===== src/rtl/sram_arb_pkg.sv =====
// ============================================================================
// Module  : sram_arb_pkg
// Brief   : Shared types and default constants for the SRAM port arbiter.
// Revision: 1.0 - initial release
// ============================================================================
`default_nettype none

package sram_arb_pkg;

  localparam int c_ADDR_W      = 32;
  localparam int c_DATA_W      = 32;
  localparam int c_TIMEOUT_CYC = 255;

  typedef enum logic [2:0] {
    IDLE   = 3'd0,
    BUSY_A = 3'd1,
    BUSY_B = 3'd2,
    DONE_A = 3'd3,
    DONE_B = 3'd4
  } arb_state_t;

  typedef enum logic {
    PORT_A = 1'b0,
    PORT_B = 1'b1
  } port_id_t;

endpackage

`default_nettype wire


===== src/rtl/sram_arb_watchdog.sv =====
// ============================================================================
// Module  : sram_arb_watchdog
// Brief   : Clear/enable cycle counter with a terminal-count flag at
//           TIMEOUT_CYC-1.
// Revision: 1.0 - initial release
// ============================================================================
`default_nettype none

module sram_arb_watchdog
  import sram_arb_pkg::*;
#(
  parameter int TIMEOUT_CYC = c_TIMEOUT_CYC,
  parameter int CNT_W       = $clog2(TIMEOUT_CYC + 1)
) (
  input  logic             clk,
  input  logic             rst,
  input  logic             clr,
  input  logic             en,
  output logic [CNT_W-1:0] cnt,
  output logic             tc
);

  logic [CNT_W-1:0] r_cnt;

  always_ff @(posedge clk or negedge rst) begin
    if (!rst) begin
      r_cnt <= '0;
    end else if (clr) begin
      r_cnt <= '0;
    end else if (en) begin
      r_cnt <= r_cnt + CNT_W'(1);
    end
  end

  assign cnt = r_cnt;
  assign tc  = (r_cnt == CNT_W'(TIMEOUT_CYC - 1));

endmodule

`default_nettype wire


===== src/rtl/sram_port_arbiter.sv =====
// ============================================================================
// Module  : sram_port_arbiter
// Brief   : Two-port round-robin arbiter in front of one SRAM controller port,
//           holding each grant until completion, with a watchdog abort.
// Revision: 1.0 - initial release
// ============================================================================
`default_nettype none

module sram_port_arbiter
  import sram_arb_pkg::*;
#(
  parameter int ADDR_W      = c_ADDR_W,
  parameter int DATA_W      = c_DATA_W,
  parameter int TIMEOUT_CYC = c_TIMEOUT_CYC
) (
  input  logic              clk,
  input  logic              rst,
  input  logic              a_r_en,
  input  logic              a_w_en,
  input  logic [ADDR_W-1:0] a_addr,
  input  logic [DATA_W-1:0] a_wdata,
  output logic [DATA_W-1:0] a_rdata,
  output logic              a_ready,
  input  logic              b_r_en,
  input  logic              b_w_en,
  input  logic [ADDR_W-1:0] b_addr,
  input  logic [DATA_W-1:0] b_wdata,
  output logic [DATA_W-1:0] b_rdata,
  output logic              b_ready,
  output logic              m_r_en,
  output logic              m_w_en,
  output logic [ADDR_W-1:0] m_addr,
  output logic [DATA_W-1:0] m_wdata,
  input  logic [DATA_W-1:0] m_rdata,
  input  logic              m_ready,
  output logic              err
);

  localparam int c_CNT_W = $clog2(TIMEOUT_CYC + 1);

  arb_state_t r_state, w_state_nxt;
  port_id_t   r_last_grant, w_last_grant_nxt;

  logic               w_req_a, w_req_b;
  logic               w_busy_a, w_busy_b, w_busy;
  logic               w_sel_r_en, w_sel_w_en, w_sel_is_read;
  logic [ADDR_W-1:0]  w_sel_addr;
  logic [DATA_W-1:0]  w_sel_wdata;
  logic [c_CNT_W-1:0] w_wd_cnt;
  logic               w_wd_tc;
  logic               w_complete, w_timeout;
  logic [DATA_W-1:0]  r_a_rdata, r_b_rdata;
  logic               r_err;

  assign w_req_a  = a_r_en | a_w_en;
  assign w_req_b  = b_r_en | b_w_en;
  assign w_busy_a = (r_state == BUSY_A);
  assign w_busy_b = (r_state == BUSY_B);
  assign w_busy   = w_busy_a | w_busy_b;

  // Only the granted port reaches the controller; the other is ignored.
  assign w_sel_r_en    = w_busy_b ? b_r_en  : a_r_en;
  assign w_sel_w_en    = w_busy_b ? b_w_en  : a_w_en;
  assign w_sel_addr    = w_busy_b ? b_addr  : a_addr;
  assign w_sel_wdata   = w_busy_b ? b_wdata : a_wdata;
  assign w_sel_is_read = w_sel_r_en & ~w_sel_w_en;

  assign m_w_en  = w_busy & w_sel_w_en;
  assign m_r_en  = w_busy & w_sel_is_read;
  assign m_addr  = w_busy ? w_sel_addr  : '0;
  assign m_wdata = w_busy ? w_sel_wdata : '0;

  sram_arb_watchdog #(
    .TIMEOUT_CYC (TIMEOUT_CYC),
    .CNT_W       (c_CNT_W)
  ) u_watchdog (
    .clk (clk),
    .rst (rst),
    .clr (~w_busy),
    .en  (w_busy),
    .cnt (w_wd_cnt),
    .tc  (w_wd_tc)
  );

  // m_ready in the first busy cycle is the controller's stale idle status.
  assign w_complete = w_busy & m_ready & (|w_wd_cnt);
  assign w_timeout  = w_busy & w_wd_tc & ~w_complete;

  always_ff @(posedge clk or negedge rst) begin
    if (!rst) begin
      r_state      <= IDLE;
      r_last_grant <= PORT_B;
    end else begin
      r_state      <= w_state_nxt;
      r_last_grant <= w_last_grant_nxt;
    end
  end

  always_comb begin
    w_state_nxt      = r_state;
    w_last_grant_nxt = r_last_grant;
    case (r_state)
      IDLE: begin
        if (w_req_a && (!w_req_b || r_last_grant == PORT_B)) begin
          w_state_nxt      = BUSY_A;
          w_last_grant_nxt = PORT_A;
        end else if (w_req_b) begin
          w_state_nxt      = BUSY_B;
          w_last_grant_nxt = PORT_B;
        end
      end
      BUSY_A:  if (w_complete || w_timeout) w_state_nxt = DONE_A;
      BUSY_B:  if (w_complete || w_timeout) w_state_nxt = DONE_B;
      DONE_A:  w_state_nxt = IDLE;
      DONE_B:  w_state_nxt = IDLE;
      default: w_state_nxt = IDLE;
    endcase
  end

  always_ff @(posedge clk or negedge rst) begin
    if (!rst) begin
      r_a_rdata <= '0;
      r_b_rdata <= '0;
      r_err     <= 1'b0;
    end else if (w_complete) begin
      if (w_sel_is_read && w_busy_a) r_a_rdata <= m_rdata;
      if (w_sel_is_read && w_busy_b) r_b_rdata <= m_rdata;
    end else if (w_timeout) begin
      if (w_busy_a) r_a_rdata <= '0;
      if (w_busy_b) r_b_rdata <= '0;
      r_err <= 1'b1;
    end
  end

  assign a_rdata = r_a_rdata;
  assign b_rdata = r_b_rdata;
  assign err     = r_err;
  assign a_ready = ~w_req_a | (r_state == DONE_A);
  assign b_ready = ~w_req_b | (r_state == DONE_B);

endmodule

`default_nettype wire


===== config.mk =====
export PLATFORM = sky130hd
export DESIGN_NAME = sram_port_arbiter
export DESIGN_NICKNAME = d
export VERILOG_FILES = /design/src/rtl/sram_arb_pkg.sv /design/src/rtl/sram_arb_watchdog.sv /design/src/rtl/sram_port_arbiter.sv
export SDC_FILE = /design/constraint.sdc
export NUM_CORES = 1
export LEC_CHECK = 0
export BUFFER_PORTS_ARGS = -buffer_cell sky130_fd_sc_hd__buf_4
export CORE_AREA = 2 2 116 118
export DETAILED_ROUTE_END_ITERATION = 16
export DIE_AREA = 0 0 118 120
export PLACE_DENSITY = 0.71
export SLEW_MARGIN = 20
export SYNTH_ARGS = -nofsm -noshare
export SYNTH_HDL_FRONTEND = slang
export SYNTH_HIERARCHICAL = 1
export SYNTH_SLANG_ARGS = --single-unit

===== constraint.sdc =====
create_clock -name clk -period 3.1 [get_ports clk]
set_input_delay 0.93 -clock clk [delete_from_list [all_inputs] [get_ports clk]]
set_output_delay 0.93 -clock clk [all_outputs]
set_load 0.01 [all_outputs]

======== Word-level counts from Yosys, hierarchy flattened ========
Index checks and enable logic that the tools add are counted.
word-level totals
  word-level logic and storage cells ...... 72
  input bits .............................. 167
  register bits after elaboration ......... 77
operators by class
  equality and inequality tests ........... 10
  muxes and demuxes ....................... 22
  reduce and logical (&&, ||, !) cells .... 17
  bitwise gates (word level) .............. 16
  add/sub/neg operators ................... 1
operators with widths
  operator                                               count
  two-way mux 32 bit                                     12
  two-way mux 3 bit                                      4
  one-hot mux 3 bit (3 select lines)                     1
  AND reduction 3 bit                                    3
  adder 8 x 1 -> 8 bit, second input constant            1
  == test 8 bit, second input constant                   1
  two-way mux 8 bit                                      1
  inequality test 2 x 1 -> 1 bit, second input constant  4
  nonzero test 2 bit                                     4
  OR reduction 8 bit                                     1
  bitwise AND 1 bit                                      7
  == test 3 x 2 -> 1 bit, second input constant          2
  OR 1 bit                                               5
  two-way mux 1 bit                                      4
  NOT 1 bit                                              4
  AND reduction 2 bit                                    2
  == test 3 x 1 -> 1 bit, second input constant          1
  == test 3 bit, second input constant                   1
  logical AND 1 bit                                      3
  logical NOT 3 bit                                      1
  inequality test 3 bit, second input constant           1
  logical OR 1 bit                                       2
  logical NOT 1 bit                                      1

======== Logic depth before layout (Yosys ltp) ========
Gate-level depths: netlist of the first run.
  depth after elaboration ................. 9
  gate-level depth with buffers ........... 8
  depth with buffers taken out ............ 7

======== Cells and area by module ========
Netlist of the first run, hierarchy kept.
modules (own cells, without submodules)
  module             area an instance (um^2)  cells each  instances
  sram_port_arbiter  3265.6                   268         1
  sram_arb_watchdog  410.4                    41          1

======== Worst setup path before layout of the first run ========
Ideal clock, no wire load.
  path type ............................... reg-to-output
  from .................................... reg r_state[2]
  to ...................................... out m_wdata[12]
  setup slack ............................. 0.539 ns
  cell stages (with the launch flop) ...... 6
  buffers on the path ..................... 3
  arrival time ............................ 1.631 ns
  path through ............................ dfrtp_1 > clkbuf_1 > nor3b_4 > clkbuf_1 > buf_1 > a22o_1
between the ends
  word-level cells in the longest chain between the ends .. 3
  elaborated cells between the ends (all ways) .. 5
  classes of those cells .................. 2 x eq/ne; 2 x mux; 1 x bitwise
ends and longest elaborated chain
  what                                                              RTL line                                          text
  start, declared                                                   sram_port_arbiter.sv:41                           arb_state_t r_state, w_state_nxt;
  start signal, assigned                                            sram_port_arbiter.sv:94                           r_state <= w_state_nxt;
  == test 3 x 2 -> 1 bit or == test 3 x 1 -> 1 bit (tied branches)  sram_port_arbiter.sv:58, sram_port_arbiter.sv:57
  two-way mux 32 bit or OR 1 bit (tied branches)                    sram_port_arbiter.sv:65, sram_port_arbiter.sv:59
  two-way mux 32 bit *                                              sram_port_arbiter.sv:71                           assign m_wdata = w_busy ? w_sel_wdata : '0;
  end, declared                                                     sram_port_arbiter.sv:33                           output logic [DATA_W-1:0] m_wdata,
Mark *: on every way between the ends. The rest lies on a longest branch, timed or not.

======== Final worst setup path of the first run ========
  from .................................... reg r_state[1]
  to ...................................... out m_addr[19]
between the ends
  word-level cells in the longest chain between the ends .. 3
  elaborated cells between the ends (all ways) .. 5
  classes of those cells .................. 2 x eq/ne; 2 x mux; 1 x bitwise
ends and longest elaborated chain
  what                                                              RTL line                                          text
  == test 3 x 2 -> 1 bit or == test 3 x 1 -> 1 bit (tied branches)  sram_port_arbiter.sv:58, sram_port_arbiter.sv:57
  two-way mux 32 bit or OR 1 bit (tied branches)                    sram_port_arbiter.sv:64, sram_port_arbiter.sv:59
  two-way mux 32 bit *                                              sram_port_arbiter.sv:70                           assign m_addr = w_busy ? w_sel_addr : '0;
  end, declared                                                     sram_port_arbiter.sv:32                           output logic [ADDR_W-1:0] m_addr,
Marked as above.

==> results of run 1 <==
[worst reg2reg max path, delay by kind of cell (launching register included)]
family | cells | cell delay (ns)
AND/OR/NAND/NOR | 3 | 1.07
AO/OA/AOI/OAI | 1 | 0.49
flip-flops | 1 | 0.47
buffers and inverters | 1 | 0.28
XOR/XNOR | 1 | 0.19
[metal layers]
metal,part of all wire,vias up,track usage,wire [um]
li1,-,1785,-,-
met1,0.36,1877,0.223,5330
met2,0.53,177,0.365,7970
met3,0.076,25,0.0542,1140
met4,0.031,0,0.0926,464
met5,0,-,0,0
[final cells by class]
type,count,share of cell area
timing repair buffer,307,0.366
sequential,77,0.303
multi-input combinational,196,0.247
clock buffer,9,0.0354
tap,176,0.0346
clock inverter,7,0.0128
inverter,3,0.00177
[power by group through the flow]
stage                     sequential (uW)  combinational, uW  clock (uW)
after floorplan                      1700               1480           0
after global placement               1610               3200           0
after detailed placement             1620               3240           0
after CTS                            1610               3240        1090
after global routing                 1650               3400        1140
final                                1610               3210        1060
[state kept, by name, summed over array words and instances, names as in the netlist]
name	count
a_rdata	32
b_rdata	32
err	1
r_last_grant	1
r_state	3
u_watchdog/cnt	8
[cell usage in the layout (no fill, tap or decap), types with 2 or more instances in the layout]
| cell | count |
|---|---|
| sky130_fd_sc_hd__mux2i_1 | 2 |
| sky130_fd_sc_hd__dfrtp_1 | 76 |
| sky130_fd_sc_hd__nand2_1 | 3 |
| sky130_fd_sc_hd__xor2_1 | 4 |
| sky130_fd_sc_hd__inv_6 | 2 |
| sky130_fd_sc_hd__inv_1 | 3 |
| sky130_fd_sc_hd__o21ai_0 | 4 |
| sky130_fd_sc_hd__clkbuf_16 | 9 |
| sky130_fd_sc_hd__nand2b_1 | 2 |
| sky130_fd_sc_hd__a21oi_1 | 4 |
| sky130_fd_sc_hd__nor3_1 | 2 |
| sky130_fd_sc_hd__or4_1 | 2 |
| sky130_fd_sc_hd__nor2b_1 | 3 |
| sky130_fd_sc_hd__a211oi_1 | 2 |
| sky130_fd_sc_hd__a22o_1 | 128 |
| sky130_fd_sc_hd__buf_4 | 305 |
| sky130_fd_sc_hd__nor2_1 | 12 |
| sky130_fd_sc_hd__and3_1 | 2 |
| sky130_fd_sc_hd__clkinv_4 | 2 |
| sky130_fd_sc_hd__nand4_1 | 2 |
| sky130_fd_sc_hd__buf_12 | 2 |
| sky130_fd_sc_hd__ha_1 | 2 |
| sky130_fd_sc_hd__nand3_1 | 5 |
| sky130_fd_sc_hd__or3_1 | 3 |
[cell families after synthesis]
logic type,Yosys count
AOI/OAI and AO/OA,144
DFF,77
and+or+nand+nor,43
buffers and inverters,36
xor gates and xnor gates,5
muxes,2
adders and majority gates,2
[through the flow]
step / power (uW) / worst slack [ns] / std cells / utilization / cell area (um2)
3_3_place_gp: 4810 / 0.458 / 759 / 0.467 / 6060
4_1_cts: 5940 / 0.138 / 775 / 0.490 / 6370
3_5_place_dp: 4850 / 0.466 / 759 / 0.467 / 6060
2_1_floorplan: 3180 / 0.539 / 309 / - / 3680
5_1_grt: 6200 / 0.0701 / 775 / 0.490 / 6370
6_report: 5880 / 0.158 / 775 / 0.490 / 6370
[worst max path at each step]
| stage | to | slack, ns |
|---|---|---|
| 3_3_place_gp | b_rdata[23] | 0.46 |
| 4_1_cts | m_addr[19] | 0.14 |
| 3_5_place_dp | b_rdata[25] | 0.47 |
| 5_1_grt | m_addr[19] | 0.07 |
| 2_1_floorplan | m_wdata[12] | 0.54 |
| 6_report | m_addr[19] | 0.16 |
==> reports/metrics.cfg, run 1 <==
[timing]
tightestPinTransition_ns=0.720
fin_worst_hold_slack_ns=0.497
timing.final.hold_violations=0
setup-tns-final_ns=0
timing.slew.headroom=0.519
achievable-frequency_mhz=340
final_min_period_over_clock_period=0.949
period_needed_ns=2.94
setup_viol_count_final=0
rsz0062_at_grt=no
largest_clock_skew_in_the_final_design_ns=0.00838
maxSlewViolCount=0

[setup_path]
timing.critical_path.slowest_stage_cell=sky130_fd_sc_hd__dfrtp_1
critPathTopFamily=flip-flops
arrival_ns=2.01
rr_startpoint=r_state[0]
slowest_delay_ns=0.50
timing.critical_path.cells=nor3b_4 > buf_12 > a22o_1 > buf_4
reg2reg_to=b_rdata[2]
crit_path_launch=r_state[1]
timing.reg2reg.worst_path_depth=6
worst-setup-path-type=flip-flop to output pin
startpoint_type=flip-flop
timing.reg2reg.setup_slack_ns=0.49
critPathMaxFanout=43
critPathBufInv=2
worst_ep_required_time_ns=2.17
critical_path.endpoint_type=output pin
cp.depth=4

[clock_network]
clkSinkCount=77
clock_tree.htree_level_count=3
postCtsHoldBufs=0
clock_insertion_delay_worst_skew_ns=0.33
cts_root_buffer=sky130_fd_sc_hd__clkbuf_16
tritoncts=done
cts_post_setup_buffers_inserted=0
clk_path_buf_depth=2
cts_resized=0
cts.reportedPaths.clkPinSlew_ns=0.06
tritoncts.num_buffers=9

[layout]
drive_gt1_frac=0.551
multiInputGateArea_mm2=0.00157
final_layout_fill_cell_count=1181
area_growth_syn_to_layout_pct=73.2
final_nets=763
layout.area.seq_mm2=0.00193
diodes=0

[floorplanning]
fp.dieW_um=118
die_area_mm2=0.0142
design.core.area_mm2=0.0130
effective_utilization_at_floorplan=0.283
num_io_pins=300
die_y_um=120
std_cell_rows=42

[worst_hold_path]
whs_path_depth=1
hp-start=a_rdata[29]
hold_path_end=a_rdata[29]
type_of_the_most_critical_hold_path=flip-flop to flip-flop

[synthesis]
yosysMostFrequentCell=sky130_fd_sc_hd__a22o_1
mappedNetlistNets=478
synth.avg_cell_area_um2=11.9
netlist-cell-type-count=38
yosys.area_share.xor_xnor=0.0119
synth_top_area_cell=sky130_fd_sc_hd__dfrtp_1
top_cell_type_s_share_of_synthesized_area=0.517
synthMuxAreaShare=0.00545
synth_cells=309
synth_fa_ha_area_frac=0.00681
synth_top_cells_by_area=sky130_fd_sc_hd__dfrtp_1 (52%), sky130_fd_sc_hd__a22o_1 (30%), sky130_fd_sc_hd__buf_2 (1.5%)
synth.ff_latch_count=77
synth.yosys.warnings=6
yosys-top-cells-count=sky130_fd_sc_hd__a22o_1 (128), sky130_fd_sc_hd__dfrtp_1 (76), sky130_fd_sc_hd__nor2_1 (12)
yosysSeqAreaShare=0.525
dominantRegCellSynth=sky130_fd_sc_hd__dfrtp_1
synth_edf_count=0
synth_top_family_by_area=compound AO/OA/AOI/OAI gates
syn_area_mm2=0.00368
post_synth_and_or_nand_nor_area_fraction=0.0698
synth_async_sr_flop_share=1.00
synth_compound_gate_area_share=0.332

[pwr]
vdd.ir_drop.worst_mv=0.355
cell_internal_pwr_uw=3690
p_per_area_mw_per_mm2=923
clkPwrFrac=0.180
p_comb_frac=0.546
seq_power_share=0.274
netSwitchingPower_uw=2190
p_leak_uw=0.00337
switching_power_share_of_the_total=0.373

[drt]
wirelength_um=14900
dr_total_vias=3864
detail_route.drc_violations=0
detailedRoute.firstPassIterationCount=4
wl_per_cell_um=19.2
final_antenna_net_count=0
drt_iter0_drc=240
detail_route.vias_per_cell=4.99

[flow_run]
max_cap_viol_count=0

[place]
io_buffer_count=299
dp.final_hpwl_um=12100
place.gp.congestion=0.922

[global_routing]
global_route.overflow_total=0
antenna_found_initial=0
grt_pass1_vias=3813
wire_length_of_the_first_global_routing_pass_um=21900
globalRouteTotalUtil=0.203
maximum_number_of_pins_on_one_net_before_global_route_repair=67

[status]
status=finished, final reports clean

No activity file was read; power rests on OpenSTA's default activity.
==> inputs of run 2 (changes only) <==
==> constraint.sdc (replaced) <==
create_clock -name clk -period 3.2 [get_ports clk]
set_input_delay 0.96 -clock clk [delete_from_list [all_inputs] [get_ports clk]]
set_output_delay 0.96 -clock clk [all_outputs]
set_load 0.01 [all_outputs]
==> run 2 against run 1 <==
Global-route usage up 0.18 points. Die area stayed put. Total power shrank 2.5%. Routed wire length rose by 1.9%. Clock power hardly changed. Worst hold slack improved by 0.0024 ns. Register-to-register slack improved by 0.09 ns. Non-clock buffer count is 1 lower.
==> reports/metrics.cfg, run 2 (same netlist as run 1, synthesis figures left out) <==
[timing]
largest_clock_skew_in_the_final_design_ns=0.00595  ; -0.00243 ns
setup_viol_count_final=0  ; unchanged
achievable-frequency_mhz=334
rsz0062_at_grt=no
setup-tns-final_ns=0  ; unchanged
timing.final.hold_violations=0  ; unchanged
period_needed_ns=2.99
timing.slew.headroom=0.375  ; -0.144
maxSlewViolCount=0  ; unchanged
final_min_period_over_clock_period=0.936
tightestPinTransition_ns=0.938  ; +0.218 ns

[drt]
drt_iter0_drc=258  ; +7.5%
detailedRoute.firstPassIterationCount=4  ; unchanged
wl_per_cell_um=19.6  ; +2.0%
detail_route.drc_violations=0  ; unchanged
final_antenna_net_count=0  ; unchanged
wirelength_um=15200  ; +1.9%
dr_total_vias=3938  ; +1.9%
detail_route.vias_per_cell=5.09  ; +2.0%

[layout]
drive_gt1_frac=0.550  ; -0.000751
final_layout_fill_cell_count=1179  ; -0.17%
most-common-layout-cells=sky130_fd_sc_hd__buf_4 (306), sky130_fd_sc_hd__a22o_1 (128), sky130_fd_sc_hd__dfrtp_1 (76), sky130_fd_sc_hd__nor2_1 (12), sky130_fd_sc_hd__clkbuf_16 (9)
diodes=0  ; unchanged
final_common_cell=sky130_fd_sc_hd__buf_4
final_nets=762  ; -0.13%
area_growth_syn_to_layout_pct=72.7

[setup_path]
worst_path_most_repeated_cell=sky130_fd_sc_hd__buf_4
critPathTopFamily=buffers and inverters
timing.critical_path.cells=inv_1 > nor3_2 > buf_4 > a22o_1 > buf_4
timing.reg2reg.setup_slack_ns=0.58  ; +0.09 ns
critPathBufInv=3  ; +1
slowest_delay_ns=0.50  ; about the same
timing.critical_path.slowest_stage_cell=sky130_fd_sc_hd__dfrtp_1
reg2reg_to=b_rdata[2]
startpoint_type=flip-flop
critical_path.endpoint_type=output pin
worst_ep_required_time_ns=2.24  ; +0.07 ns
arrival_ns=2.03  ; +0.02 ns
critPathMaxFanout=41  ; -4.7%
timing.reg2reg.worst_path_depth=6  ; unchanged
rr_startpoint=r_state[0]
worst-setup-path-type=flip-flop to output pin

[floorplanning]
die_area_mm2=0.0142  ; unchanged
num_io_pins=300  ; unchanged
die_y_um=120  ; unchanged
effective_utilization_at_floorplan=0.283  ; unchanged
design.core.area_mm2=0.0130  ; unchanged
std_cell_rows=42  ; unchanged
fp.dieW_um=118  ; unchanged

[place]
place.gp.congestion=0.905  ; -1.9%
dp.final_hpwl_um=12100  ; -0.14%
io_buffer_count=299  ; unchanged

[global_routing]
maximum_number_of_pins_on_one_net_before_global_route_repair=78  ; +16%
antenna_found_initial=0  ; unchanged
wire_length_of_the_first_global_routing_pass_um=22100  ; +0.98%
global_route.overflow_total=0  ; unchanged
globalRouteTotalUtil=0.205  ; +0.00177
grt_pass1_vias=3860  ; +1.2%

[worst_hold_path]
hp-start=a_rdata[1]
hold_path_end=a_rdata[1]
type_of_the_most_critical_hold_path=flip-flop to flip-flop
whs_path_depth=1  ; unchanged

[pwr]
p_leak_uw=0.00335  ; -0.35%
vdd.ir_drop.worst_mv=0.335  ; -5.6%
p_total_uw=5730  ; -2.5%
p_per_area_mw_per_mm2=903  ; -2.2%

[clock_network]
clk_path_buf_depth=2  ; unchanged
clkSinkCount=77  ; unchanged
tritoncts.num_buffers=9  ; unchanged
tritoncts=done
cts_resized=0  ; unchanged
cts.reportedPaths.clkPinSlew_ns=0.06  ; about the same
cts_root_buffer=sky130_fd_sc_hd__clkbuf_16
clock_insertion_delay_worst_skew_ns=0.33  ; about the same
postCtsHoldBufs=0  ; unchanged
cts_post_setup_buffers_inserted=0  ; unchanged
clock_tree.htree_level_count=3  ; unchanged

[flow_run]
max_cap_viol_count=0  ; unchanged

[status]
status=finished, final reports clean

==> run 2: worst max path at each step <==
| stage | startpoint | endpoint | slack (ns) | cells after the start |
|---|---|---|---|---|
| 4_1_cts | r_state[0] | m_addr[2] | 0.19 | 5 |
| 3_3_place_gp | r_state[0] | m_addr[2] | 0.58 | 5 |
| 3_5_place_dp | b_w_en | b_rdata[6] | 0.51 | 6 |
| 5_1_grt | r_state[0] | m_addr[2] | 0.09 | 5 |
| 6_report | r_state[0] | m_addr[2] | 0.21 | 5 |
| 2_1_floorplan | r_state[2] | m_wdata[12] | 0.61 | 5 |
==> run 2: metrics by stage <==
stage	hold WS, ns	setup slack (ns)	instance area (um2)	util	instances
after floorplan	0.494	0.609	3680	-	309
after global placement	0.487	0.582	6030	0.464	758
after detailed placement	0.483	0.506	6030	0.464	758
after CTS	0.505	0.193	6350	0.489	774
after global routing	0.514	0.0937	6350	0.489	774
final	0.499	0.205	6350	0.489	774
==> run 2: final cells by class <==
type	instances	area (um2)	share of cell area
timing repair buffer	306	2300	0.362
inverter	3	11.3	0.00177
clock inverter	7	97.6	0.0154
multi-input combinational	196	1570	0.247
sequential	77	1930	0.304
clock buffer	9	225	0.0355
tap	176	220	0.0347
==> run 2: layer usage <==
layer | wire, um | global-route usage
met1 | 5660 | 0.232
met2 | 7940 | 0.360
met3 | 1050 | 0.0509
met4 | 537 | 0.0986
met5 | 0 | 0
==> run 2: where the power goes <==
part	total [uW]	switching [uW]	internal [uW]
Sequential	1560	249	1320
Clock	1090	401	685
Combinational	3080	1470	1610
==> inputs of run 3 (changes only) <==
--- a/config.mk
+++ b/config.mk
@@ -6,10 +6,10 @@
 export NUM_CORES = 1
 export LEC_CHECK = 0
 export BUFFER_PORTS_ARGS = -buffer_cell sky130_fd_sc_hd__buf_4
-export CORE_AREA = 2 2 116 118
+export CORE_AREA = 2 2 115 117
 export DETAILED_ROUTE_END_ITERATION = 16
-export DIE_AREA = 0 0 118 120
-export PLACE_DENSITY = 0.71
+export DIE_AREA = 0 0 117 119
+export PLACE_DENSITY = 0.72
 export SLEW_MARGIN = 20
 export SYNTH_ARGS = -nofsm -noshare
 export SYNTH_HDL_FRONTEND = slang
==> constraint.sdc (replaced) <==
create_clock -name clk -period 3.8 [get_ports clk]
set_input_delay 1.14 -clock clk [delete_from_list [all_inputs] [get_ports clk]]
set_output_delay 1.14 -clock clk [all_outputs]
set_load 0.01 [all_outputs]
==> run 3 against run 2 <==
Sequential power is 16% lower. Clock power fell by 18%. Via count shrank 0.89%. Worst hold slack lost 0.013 ns. Clock skew up 0.00057 ns. Highest routed layer is now met5.
==> reports/metrics.cfg, run 3 (same netlist as run 1, synthesis figures left out) <==
[drt]
detailedRoute.firstPassIterationCount=4  ; unchanged
dr_total_vias=3903  ; -0.89%
wl_per_cell_um=20.3  ; +3.6%
drt_iter0_drc=234  ; -9.3%
final_antenna_net_count=0  ; unchanged
wirelength_um=15800  ; +4.0%
detail_route.drc_violations=0  ; unchanged
detail_route.vias_per_cell=5.02  ; -1.3%

[layout]
final_layout_fill_cell_count=1189  ; +0.85%
most-common-layout-cells=sky130_fd_sc_hd__buf_4 (306), sky130_fd_sc_hd__a22o_1 (128), sky130_fd_sc_hd__dfrtp_1 (76), sky130_fd_sc_hd__nor2_1 (12), sky130_fd_sc_hd__clkbuf_16 (9)
layout.cells.non_filler=777  ; +0.39%
final_common_cell=sky130_fd_sc_hd__buf_4
area_growth_syn_to_layout_pct=72.9  ; about the same
final_nets=762  ; unchanged
drive_gt1_frac=0.550  ; unchanged

[floorplanning]
num_io_pins=300  ; unchanged
die_y_um=119  ; -0.83%
std_cell_rows=42  ; unchanged
fp.dieW_um=117  ; -0.85%
design.core.area_mm2=0.0129  ; -0.81%
effective_utilization_at_floorplan=0.286  ; +0.00231
die_area_mm2=0.0139  ; -1.7%

[clock_network]
cts_post_setup_buffers_inserted=0  ; unchanged
tritoncts.num_buffers=9  ; unchanged
cts_resized=0  ; unchanged
tritoncts=done
clk_path_buf_depth=2  ; unchanged
clkSinkCount=77  ; unchanged
clock_insertion_delay_worst_skew_ns=0.34  ; about the same
cts_root_buffer=sky130_fd_sc_hd__clkbuf_16
postCtsHoldBufs=0  ; unchanged
clock_tree.htree_level_count=3  ; unchanged
cts.reportedPaths.clkPinSlew_ns=0.06  ; about the same

[global_routing]
global_route.overflow_total=0  ; unchanged
wire_length_of_the_first_global_routing_pass_um=22600  ; +2.1%
globalRouteTotalUtil=0.219  ; +0.0143
antenna_found_initial=5  ; +5
maximum_number_of_pins_on_one_net_before_global_route_repair=78  ; unchanged
grt_pass1_vias=3941  ; +2.1%

[timing]
period_needed_ns=3.41
setup-tns-final_ns=0  ; unchanged
tightestPinTransition_ns=0.956  ; +0.0179 ns
rsz0062_at_grt=no
achievable-frequency_mhz=293
largest_clock_skew_in_the_final_design_ns=0.00652  ; +0.000571 ns
final_min_period_over_clock_period=0.897
timing.final.hold_violations=0  ; unchanged
maxSlewViolCount=0  ; unchanged
setup_viol_count_final=0  ; unchanged
timing.slew.headroom=0.363  ; -0.0119

[place]
place.detailed.instances=758  ; unchanged
dp.final_hpwl_um=12400  ; +2.5%
place.gp.congestion=0.866  ; -4.2%
io_buffer_count=299  ; unchanged

[setup_path]
crit_path_launch=r_state[1]
critPathTopFamily=simple AND/OR/NAND/NOR gates
worst_ep_required_time_ns=2.66  ; +0.42 ns
worst-setup-path-type=flip-flop to output pin
timing.critical_path.cells=nor3b_4 > buf_4 > a22o_1 > buf_4
timing.reg2reg.setup_slack_ns=0.94  ; +0.36 ns
arrival_ns=2.27  ; +0.24 ns
slowest_delay_ns=0.62  ; +0.12 ns
worst_path_most_repeated_cell=sky130_fd_sc_hd__buf_4
critPathMaxFanout=32  ; -22%
critPathBufInv=2  ; -1
reg2reg_to=b_rdata[20]
timing.reg2reg.worst_path_depth=4  ; -2
timing.critical_path.slowest_stage_cell=sky130_fd_sc_hd__nor3b_4
critical_path.endpoint_type=output pin
rr_startpoint=r_state[1]
startpoint_type=flip-flop

[pwr]
p_per_area_mw_per_mm2=753  ; -17%
vdd.ir_drop.worst_mv=0.314  ; -6.5%
p_leak_uw=0.00336  ; about the same

[worst_hold_path]
hp-start=err
whs_path_depth=1  ; unchanged
type_of_the_most_critical_hold_path=flip-flop to flip-flop
hold_path_end=err

[flow_run]
max_cap_viol_count=0  ; unchanged

[status]
status=finished, final reports clean

run 3: where the power goes:
group / internal, uW / switching [uW] / leakage, uW
logic: 1360 / 1220 / 0.00216
clock network: 564 / 331 / 0.000155
registers: 1110 / 206 / 0.00104
run 3: cell type report:
cell class	count	area, um2	area share
Multi-Input combinational cell	196	1570	0.247
Clock inverter	4	55.1	0.00866
Clock buffer	12	267	0.0419
Timing Repair Buffer	306	2300	0.361
Tap cell	176	220	0.0346
Antenna cell	3	7.51	0.00118
Sequential cell	77	1930	0.303
Inverter	3	11.3	0.00177
run 3: layer usage:
layer  up-vias  share of wire  track usage
met4         4          0.017       0.0669
met2       199           0.52        0.397
met5         -         0.0018            0
li1       1788              -            -
met1      1891           0.36        0.228
met3        21          0.097       0.0880
run 3: worst max-delay path by stage:
stage	end	slack [ns]	cells after the start
2_1_floorplan	m_wdata[12]	1.03	5
4_1_cts	m_addr[0]	0.35	4
3_5_place_dp	m_addr[0]	0.72	4
6_report	m_addr[0]	0.39	4
3_3_place_gp	m_addr[0]	0.78	4
5_1_grt	m_addr[27]	0.22	4
run 3: per-stage QoR:
step,instance area (um2),hold slack (ns),util,power (uW),worst slack (ns)
2_1_floorplan,3680,0.494,-,2600,1.03
3_3_place_gp,6030,0.465,0.468,3870,0.775
3_5_place_dp,6030,0.474,0.468,3920,0.716
4_1_cts,6350,0.494,0.493,4830,0.349
5_1_grt,6350,0.503,0.493,5050,0.223
6_report,6360,0.487,0.494,4780,0.392
